--- config.mk ---
export PLATFORM = sky130hd
export DESIGN_NAME = dmem_access_unit
export DESIGN_NICKNAME = d
export VERILOG_FILES = /design/src/rtl/riscv151_mem_pkg.sv /design/src/rtl/dmem_lane_align.sv /design/src/rtl/dmem_access_unit.sv
export SDC_FILE = /design/constraint.sdc
export NUM_CORES = 1
export LEC_CHECK = 0
export CORE_ASPECT_RATIO = 1.4
export CORE_MARGIN = 8
export CORE_UTILIZATION = 50
export CTS_CLUSTER_SIZE = 25
export DETAILED_ROUTE_END_ITERATION = 8
export DONT_BUFFER_PORTS = 1
export HOLD_SLACK_MARGIN = 0.06
export PLACE_DENSITY_LB_ADDON = 0.25
export SLEW_MARGIN = 25
export SYNTH_ARGS = -nofsm -noshare
export SYNTH_HDL_FRONTEND = slang
export SYNTH_SLANG_ARGS = --single-unit
--- constraint.sdc ---
create_clock -name clk -period 6 [get_ports clk]
set_clock_uncertainty 0.1 [all_clocks]
set_input_delay 0.9 -clock clk [delete_from_list [all_inputs] [get_ports clk]]
set_output_delay 0.9 -clock clk [all_outputs]
set_load 0.05 [all_outputs]
--- src/rtl/riscv151_mem_pkg.sv ---
// Shared definitions for the Riscv151 data-memory path: funct3 codes, access
// sizes, load/store unit states and small decode helpers.
package riscv151_mem_pkg;

    localparam logic [2:0] F3_LB  = 3'b000;
    localparam logic [2:0] F3_LH  = 3'b001;
    localparam logic [2:0] F3_LW  = 3'b010;
    localparam logic [2:0] F3_LBU = 3'b100;
    localparam logic [2:0] F3_LHU = 3'b101;

    typedef enum logic [1:0] {
        SIZE_B = 2'b00,
        SIZE_H = 2'b01,
        SIZE_W = 2'b10
    } size_e;

    typedef enum logic {
        ST_IDLE  = 1'b0,
        ST_SPLIT = 1'b1
    } state_e;

    function automatic logic [3:0] size_mask(input logic [1:0] size);
        case (size)
            SIZE_B:  return 4'b0001;
            SIZE_H:  return 4'b0011;
            default: return 4'b1111;
        endcase
    endfunction

    // Unsigned loads have no store counterpart.
    function automatic logic f3_legal(input logic we, input logic [2:0] f3);
        case (f3)
            F3_LB, F3_LH, F3_LW: return 1'b1;
            F3_LBU, F3_LHU:      return ~we;
            default:             return 1'b0;
        endcase
    endfunction

    function automatic logic misaligned(input logic [2:0] f3, input logic [1:0] off);
        return ((f3[1:0] == SIZE_H) && (off == 2'd3)) ||
               ((f3[1:0] == SIZE_W) && (off != 2'd0));
    endfunction

endpackage

--- src/rtl/dmem_lane_align.sv ---
// Combinational byte-lane steering: store enables/data for either half of an
// access, and load extraction plus sign/zero extension from a two-word window.
module dmem_lane_align
    import riscv151_mem_pkg::*;
(
    input  logic [1:0]  st_size,
    input  logic [1:0]  st_off,
    input  logic        st_second,
    input  logic [31:0] st_wdata,
    output logic [3:0]  st_we,
    output logic [31:0] st_lane_wdata,
    input  logic [2:0]  ld_funct3,
    input  logic [1:0]  ld_off,
    input  logic [31:0] ld_word0,
    input  logic [31:0] ld_word1,
    output logic [31:0] ld_data
);

    logic [7:0]  we_wide;
    logic [63:0] wdata_wide;
    logic [63:0] rdata_wide;
    logic        unused_hi;

    // Shifting across an 8-lane window yields both halves of a split access.
    assign we_wide       = {4'b0000, size_mask(st_size)} << st_off;
    assign wdata_wide    = {32'b0, st_wdata} << {st_off, 3'b000};
    assign st_we         = st_second ? we_wide[7:4] : we_wide[3:0];
    assign st_lane_wdata = st_second ? wdata_wide[63:32] : wdata_wide[31:0];

    assign rdata_wide = {ld_word1, ld_word0} >> {ld_off, 3'b000};
    assign unused_hi  = ^rdata_wide[63:32];

    always_comb begin
        // NOTE: ld_data gets a default before the case so no path leaves it unassigned (no latch).
        ld_data = rdata_wide[31:0];
        case (ld_funct3)
            F3_LB:   ld_data = {{24{rdata_wide[7]}}, rdata_wide[7:0]};
            F3_LH:   ld_data = {{16{rdata_wide[15]}}, rdata_wide[15:0]};
            F3_LBU:  ld_data = {24'b0, rdata_wide[7:0]};
            F3_LHU:  ld_data = {16'b0, rdata_wide[15:0]};
            default: ;
        endcase
    end

endmodule

--- src/rtl/dmem_access_unit.sv ---
// RV32I load/store unit in front of a synchronous word-wide DMEM; splits
// misaligned accesses into two consecutive word accesses.
module dmem_access_unit
    import riscv151_mem_pkg::*;
#(
    parameter int ADDR_WIDTH = 14
) (
    input  logic                  clk,
    input  logic                  rst,
    input  logic                  req_valid,
    output logic                  req_ready,
    input  logic                  req_we,
    input  logic [2:0]            req_funct3,
    input  logic [31:0]           req_addr,
    input  logic [31:0]           req_wdata,
    output logic                  rsp_valid,
    output logic [31:0]           rsp_rdata,
    output logic                  rsp_fault,
    output logic                  mem_en,
    output logic [3:0]            mem_we,
    output logic [ADDR_WIDTH-1:0] mem_addr,
    output logic [31:0]           mem_wdata,
    input  logic [31:0]           mem_rdata
);

    localparam logic [ADDR_WIDTH-1:0] IDX_ONE = 1;

    state_e                state;
    logic                  r_we;
    logic [2:0]            r_f3;
    logic [1:0]            r_off;
    logic [ADDR_WIDTH-1:0] r_idx;
    logic [31:0]           r_wdata;
    logic [31:0]           held_word;
    logic                  r_split;

    logic        in_split, accept, legal;
    logic [3:0]  st_we;
    logic [31:0] st_lane_wdata, ld_data;
    logic        unused_addr;

    assign in_split    = (state == ST_SPLIT);
    assign req_ready   = (state == ST_IDLE) & ~rst;
    assign accept      = req_valid & req_ready;
    assign legal       = f3_legal(req_we, req_funct3);
    assign unused_addr = ^{req_addr[31:ADDR_WIDTH+2]};

    dmem_lane_align u_align (
        .st_size       (in_split ? r_f3[1:0] : req_funct3[1:0]),
        .st_off        (in_split ? r_off : req_addr[1:0]),
        .st_second     (in_split),
        .st_wdata      (in_split ? r_wdata : req_wdata),
        .st_we         (st_we),
        .st_lane_wdata (st_lane_wdata),
        .ld_funct3     (r_f3),
        .ld_off        (r_off),
        .ld_word0      (r_split ? held_word : mem_rdata),
        .ld_word1      (mem_rdata),
        .ld_data       (ld_data)
    );

    always_comb begin
        mem_en    = 1'b0;
        mem_we    = 4'b0000;
        mem_addr  = req_addr[ADDR_WIDTH+1:2];
        mem_wdata = st_lane_wdata;
        if (in_split) begin
            mem_addr = r_idx + IDX_ONE;
            mem_en   = ~rst;
            mem_we   = (r_we & ~rst) ? st_we : 4'b0000;
        end else if (accept & legal) begin
            mem_en = 1'b1;
            mem_we = req_we ? st_we : 4'b0000;
        end
    end

    // Load data arrives one cycle after the access, so it is steered here from the registered request.
    assign rsp_rdata = (rsp_valid & ~rsp_fault & ~r_we) ? ld_data : 32'b0;

    always_ff @(posedge clk) begin
        // NOTE: state registers use non-blocking assignments so every flop samples pre-edge values.
        if (rst) begin
            state     <= ST_IDLE;
            rsp_valid <= 1'b0;
            rsp_fault <= 1'b0;
            held_word <= 32'b0;
            r_we      <= 1'b0;
            r_f3      <= 3'b000;
            r_off     <= 2'b00;
            r_idx     <= '0;
            r_wdata   <= 32'b0;
            r_split   <= 1'b0;
        end else begin
            rsp_valid <= 1'b0;
            rsp_fault <= 1'b0;
            case (state)
                ST_IDLE: begin
                    if (accept) begin
                        r_we    <= req_we;
                        r_f3    <= req_funct3;
                        r_off   <= req_addr[1:0];
                        r_idx   <= req_addr[ADDR_WIDTH+1:2];
                        r_wdata <= req_wdata;
                        r_split <= 1'b0;
                        if (legal && misaligned(req_funct3, req_addr[1:0])) begin
                            state <= ST_SPLIT;
                        end else begin
                            rsp_valid <= 1'b1;
                            rsp_fault <= ~legal;
                        end
                    end
                end
                ST_SPLIT: begin
                    held_word <= mem_rdata;
                    r_split   <= 1'b1;
                    rsp_valid <= 1'b1;
                    state     <= ST_IDLE;
                end
                default: state <= ST_IDLE;
            endcase
        end
    end

endmodule

# Word-level counts from Yosys, hierarchy flattened
# Index checks and enable logic that the tools add are counted.
word_totals:
  ff_bits: 88
  out_inout_bits: 86
  elab_cells: 76
op_classes:
  n_addsub: 1
  eq_ne: 12
  shifts: 3
  mux: 25
  n_bitwise: 13
  reduce_logical: 12
ops:
  columns: ["operator", "count"]
  rows:
  - ["2-to-1 mux 32 bit", 4]
  - ["case mux 32 bit (4 select lines)", 1]
  - ["<< shifter 32 x 5 -> 64 bit", 1]
  - [">> shifter 64 x 5 -> 32 bit", 1]
  - ["2-to-1 mux 4 bit", 5]
  - ["adder 14 x 1 -> 14 bit (second input constant)", 1]
  - ["2-to-1 mux 14 bit", 1]
  - ["== test 3 bit (second input constant)", 4]
  - ["case mux 1 bit (2 select lines)", 4]
  - ["case mux 4 bit (2 select lines)", 1]
  - ["<< shifter 4 x 2 -> 8 bit", 1]
  - ["2-to-1 mux 1 bit", 7]
  - ["inverter 1 bit", 7]
  - ["bitwise AND 1 bit", 6]
  - ["== test 3 x 1 -> 1 bit (second input constant)", 2]
  - ["zero test 3 bit", 2]
  - ["== test 2 x 1 -> 1 bit (second input constant)", 2]
  - ["== test 2 bit (second input constant)", 2]
  - ["2-to-1 mux 2 bit", 2]
  - ["OR reduction 4 bit", 1]
  - ["== test 3 x 2 -> 1 bit (second input constant)", 1]
  - ["logical AND 1 bit", 3]
  - ["OR reduction 3 bit", 1]
  - ["zero test 2 bit", 1]
  - ["other kinds (5)", 5]

# Depth between registers and ports, before layout
depth:
  depth_word: 8
  ltp_mapped: 8
  mapped_depth_nobuf: 5

# Cells and area by module
# From an unflattened synthesis, not the netlist that was laid out.
unflattened:
  hier_cells: 733
  area_unflattened_um2: 6487.5
by_module_without_submodules:
  columns: ["module", "n_inst", "cells_per_inst", "area_per_inst_um2"]
  rows:
  - ["dmem_access_unit", 1, 533, 4643.2]
  - ["dmem_lane_align", 1, 200, 1844.3]

# Worst setup path after synthesis
# No wires, ideal clock.
synth_timing:
  kind: "in2out"
  startpoint: "input port rst"
  endpoint: "output port mem_we[0]"
  t_arrival_ps: 3174
  required_time_ps: 5000
  setup_slack_ps: 1826
  path_stages: 6
  path_buffers: 2
  cell_sequence: "clkbuf_1 -> nor3b_1 -> clkbuf_1 -> nand3_1 -> o21a_1 -> a221oi_1"
synth_between:
  elab_chain_cells: 6
  elab_cells_between_ends: 8
synth_lines:
  columns: ["item", "line_no", "text"]
  rows:
  - ["start: declaration", "dmem_access_unit.sv:9", "input logic rst,"]
  - ["inverter 1 bit (*)", "dmem_access_unit.sv:43, dmem_access_unit.sv:70", null]
  - ["bitwise AND 1 bit", "dmem_access_unit.sv:43", "assign req_ready = (state == ST_IDLE) & ~rst;"]
  - ["bitwise AND 1 bit", "dmem_access_unit.sv:44", "assign accept = req_valid & req_ready;"]
  - ["bitwise AND 1 bit", "dmem_access_unit.sv:71", "end else if (accept & legal) begin"]
  - ["2-to-1 mux 4 bit", "dmem_access_unit.sv:71", null]
  - ["2-to-1 mux 4 bit (*)", "dmem_access_unit.sv:67", "if (in_split) begin"]
  - ["end: declaration", "dmem_access_unit.sv:20", "output logic [3:0] mem_we,"]
# Every way passes the cells marked *; elsewhere a longest branch is shown, timed or not.

# Worst setup path in the final report
layout_timing:
  startpoint: "register r_off[1]"
  endpoint: "output port rsp_rdata[21]"
layout_between:
  elab_chain_cells: 3
layout_lines:
  columns: ["item", "line_no", "text"]
  rows:
  - ["start: declaration", "dmem_access_unit.sv:31", "logic [1:0] r_off;"]
  - ["start signal: assignment", "dmem_access_unit.sv:101", "r_off <= req_addr[1:0];"]
  - [">> shifter 64 x 5 -> 32 bit", "dmem_lane_align.sv:30", "assign rdata_wide = {ld_word1, ld_word0} >> {ld_off, 3'b000};"]
  - ["case mux 32 bit (4 select lines)", "dmem_lane_align.sv:36", "case (ld_funct3)"]
  - ["2-to-1 mux 32 bit", "dmem_access_unit.sv:78", "assign rsp_rdata = (rsp_valid & ~rsp_fault & ~r_we) ? ld_data : 32'b0;"]
  - ["end: declaration", "dmem_access_unit.sv:17", "output logic [31:0] rsp_rdata,"]
# No other way between the ends.

==> reports/metrics.csv <==
metric;value;unit
synth_edf_count;0;
cts_resized;0;
num_vias;5151;
drc;0;
synth_top_family_by_area;multiplexers;
cts_sinks;80;
min_from;r_wdata[14];
crit_path_start;r_off[1];
synth-adder-area-share;0.002105;
fillers;1086;
synthCells;723;
ant_nets;0;
finalSetupTns;0;ns
clk_latency;0.33;ns
p_int;1000;uW
powerDensity;243.0;nW/um2
synthSimpleGateAreaFrac;0.2162;
period_minus_slack;4.531;ns
p_leak;0.002105;uW
placementRows;47;
status;completed;
gr-total-overflow;0;
drt_iter0_drc;250;
wire_per_inst;20.81;um
initial_utilization;0.5080;
post_cts_buffers;0;
ys_types;45;
final_util;0.5410;
grt_pass1_vias;5183;
p_comb_frac;0.264;
dieArea;15680;um2
layout-drive-gt1-share;0.1625;
grt_first_pass_wirelength;27.00;mm
synth_compound_area_frac;0.1789;
die_h;145.0;um
firstDrtPassIters;5;
ys_seq_area_frac;0.2694;
wl;17.15;mm
final-max-slew-violation-count;0;
viasPerCell;6.251;
end_kind;output port;
p_sw_frac;0.3499;
min_path_type;reg -> reg;
rsz0062_at_grt;no;
cp_max_fo;45;
hold_violations;0;
cts_tree;built;
maxCapViolations;0;
r2r_start;in_split;
async_flop_share;0;
ctsHoldBuffers;0;
reg2reg_slack;3.52;ns
required;5.00;ns
yosys_warnings;0;
cts_buffers;9;
fin_cells;824;
portBuffers;0;
cts_buffer_depth;2;
path_clk_slew;0.06;ns
maxSlewHeadroom;0.2459;
core;11700;um2
p_switching;538.3;uW
worst_pin_slew;1.135;ns
finalSetupViolCount;0;
place_congestion;0.7869;
antennaDiodeCount;0;
grt_util_all_layers;0.2107;
antenna_found_initial;0;
nets;776;
syn_nets;827;
place_inst;807;
period_share;0.7552;
critical_path_class;reg -> out;
dieWidth;108.2;um
cts-root-buf;clkbuf_16;
ys_seq_elements;80;
post_synth.cell_area_avg;8.222;um2
syn_area;5944;um2
dpl.hpwl;11.95;mm
ys.flop_type;dfxtp_1;
cp.arrival;3.53;ns
grt_max_degree;88;
ios;189;
area_growth;6.504;%
synthXorXnorAreaFrac;0.01768;
ir_worst_vdd;0.1178;mV
cts-htree-levels;3;
p_seq_frac;0.386;
start_kind;flop;
clock.fmax;220.7;MHz
p_clk_frac;0.351;
muxShareOfSynthArea;0.2621;
## sequential cells by signal, summed over array words and instances (netlist names)
name,count
r_we,1
held_word,32
rsp_fault,1
in_split,1
rsp_valid,1
r_wdata,24
r_split,1
r_f3,3
r_idx,14
r_off,2
## final cells by class
type | instances | area (um2) | share of cell area
Clock buffer | 10 | 229.0 | 0.03617
Clock inverter | 6 | 60.06 | 0.009486
Inverter | 7 | 26.28 | 0.004150
Multi-Input combinational cell | 569 | 4165 | 0.6579
Sequential cell | 80 | 1609 | 0.2541
Tap cell | 147 | 183.9 | 0.02905
Timing Repair Buffer | 5 | 57.56 | 0.009091
## worst paths after layout
| check | end | cells after the start |
|---|---|---|
| worst max register to register | r_idx[1] | 5 |
| worst min register to register | r_wdata[14] | 2 |
| worst max-delay path | rsp_rdata[21] | 4 |
| worst min-delay path | r_wdata[14] | 2 |
## worst max-delay path, stage by stage, from the launching register on
cell,delay (ns)
dfxtp_1,0.50
inv_2,0.75
mux4_2,0.62
or3_1,0.68
o211ai_1,0.63
## synth_stat cells (all sizes together), types with 7 or more instances
cell type / number / share of area
nand2b: 48 / 0.051
mux2: 23 / 0.044
a22o: 8 / 0.012
mux4: 23 / 0.087
o22ai: 9 / 0.0095
a31oi: 9 / 0.0095
inv: 7 / 0.0044
a211oi: 21 / 0.027
nor2b: 10 / 0.011
mux2i: 78 / 0.13
a21oi: 35 / 0.029
nand2: 91 / 0.057
xnor2: 10 / 0.015
nor2: 61 / 0.039
o21ai: 60 / 0.052
buf: 33 / 0.028
nor3b: 9 / 0.011
nand3: 22 / 0.025
dfxtp: 80 / 0.27
o211ai: 22 / 0.029
clkbuf: 34 / 0.021
## placed cells by master (no fill, tap or decap), types with 9 or more instances in the layout
master     count
a211oi_1      12
a211oi_2       9
a21oi_1       30
clkbuf_16      9
dfxtp_1       78
mux2_2        23
mux2i_1       76
mux4_2        23
nand2_1       91
nand2b_1      48
nand3_1       14
nor2_1        61
nor2b_1       10
o211ai_1      20
o21ai_0       51
xnor2_1       10
## routing by layer
| layer | up-vias | global-route usage | part of all wire |
|---|---|---|---|
| li1 | 2491 | - | - |
| met1 | 2450 | 0.2310 | 0.37 |
| met2 | 196 | 0.3671 | 0.51 |
| met3 | 14 | 0.07624 | 0.11 |
| met4 | 0 | 0.05714 | 0.011 |
| met5 | - | 0 | 0 |
## metrics by stage
| stage | cell area [um2] | power [uW] | setup WS [ns] | hold WS, ns |
|---|---|---|---|---|
| 2_1_floorplan | 5944 | 959.7 | 1.826 | 0.3452 |
| 3_3_place_gp | 5942 | 995.4 | 1.769 | 0.3553 |
| 3_5_place_dp | 5997 | 1007 | 1.758 | 0.3619 |
| 4_1_cts | 6286 | 1551 | 1.397 | 0.3759 |
| 5_1_grt | 6331 | 1606 | 1.274 | 0.3960 |
| 6_report | 6331 | 1539 | 1.469 | 0.3719 |
## power by group through the flow
stage	combinational (uW)	sequential, uW	clock (uW)
CTS	394	603	554
floorplan	369	590	0
global route	432	598	576
detailed placement	392	615	0
global placement	383	613	0
finish	406	593	540
## cell families after synthesis
kind of cell / Yosys count
AOI/OAI and AO/OA: 172
xor gates and xnor gates: 12
adders and majority gates: 1
buffers and inverters: 74
DFF: 80
muxes: 124
and+or+nand+nor: 260
No activity file was read; power rests on OpenSTA's default activity.
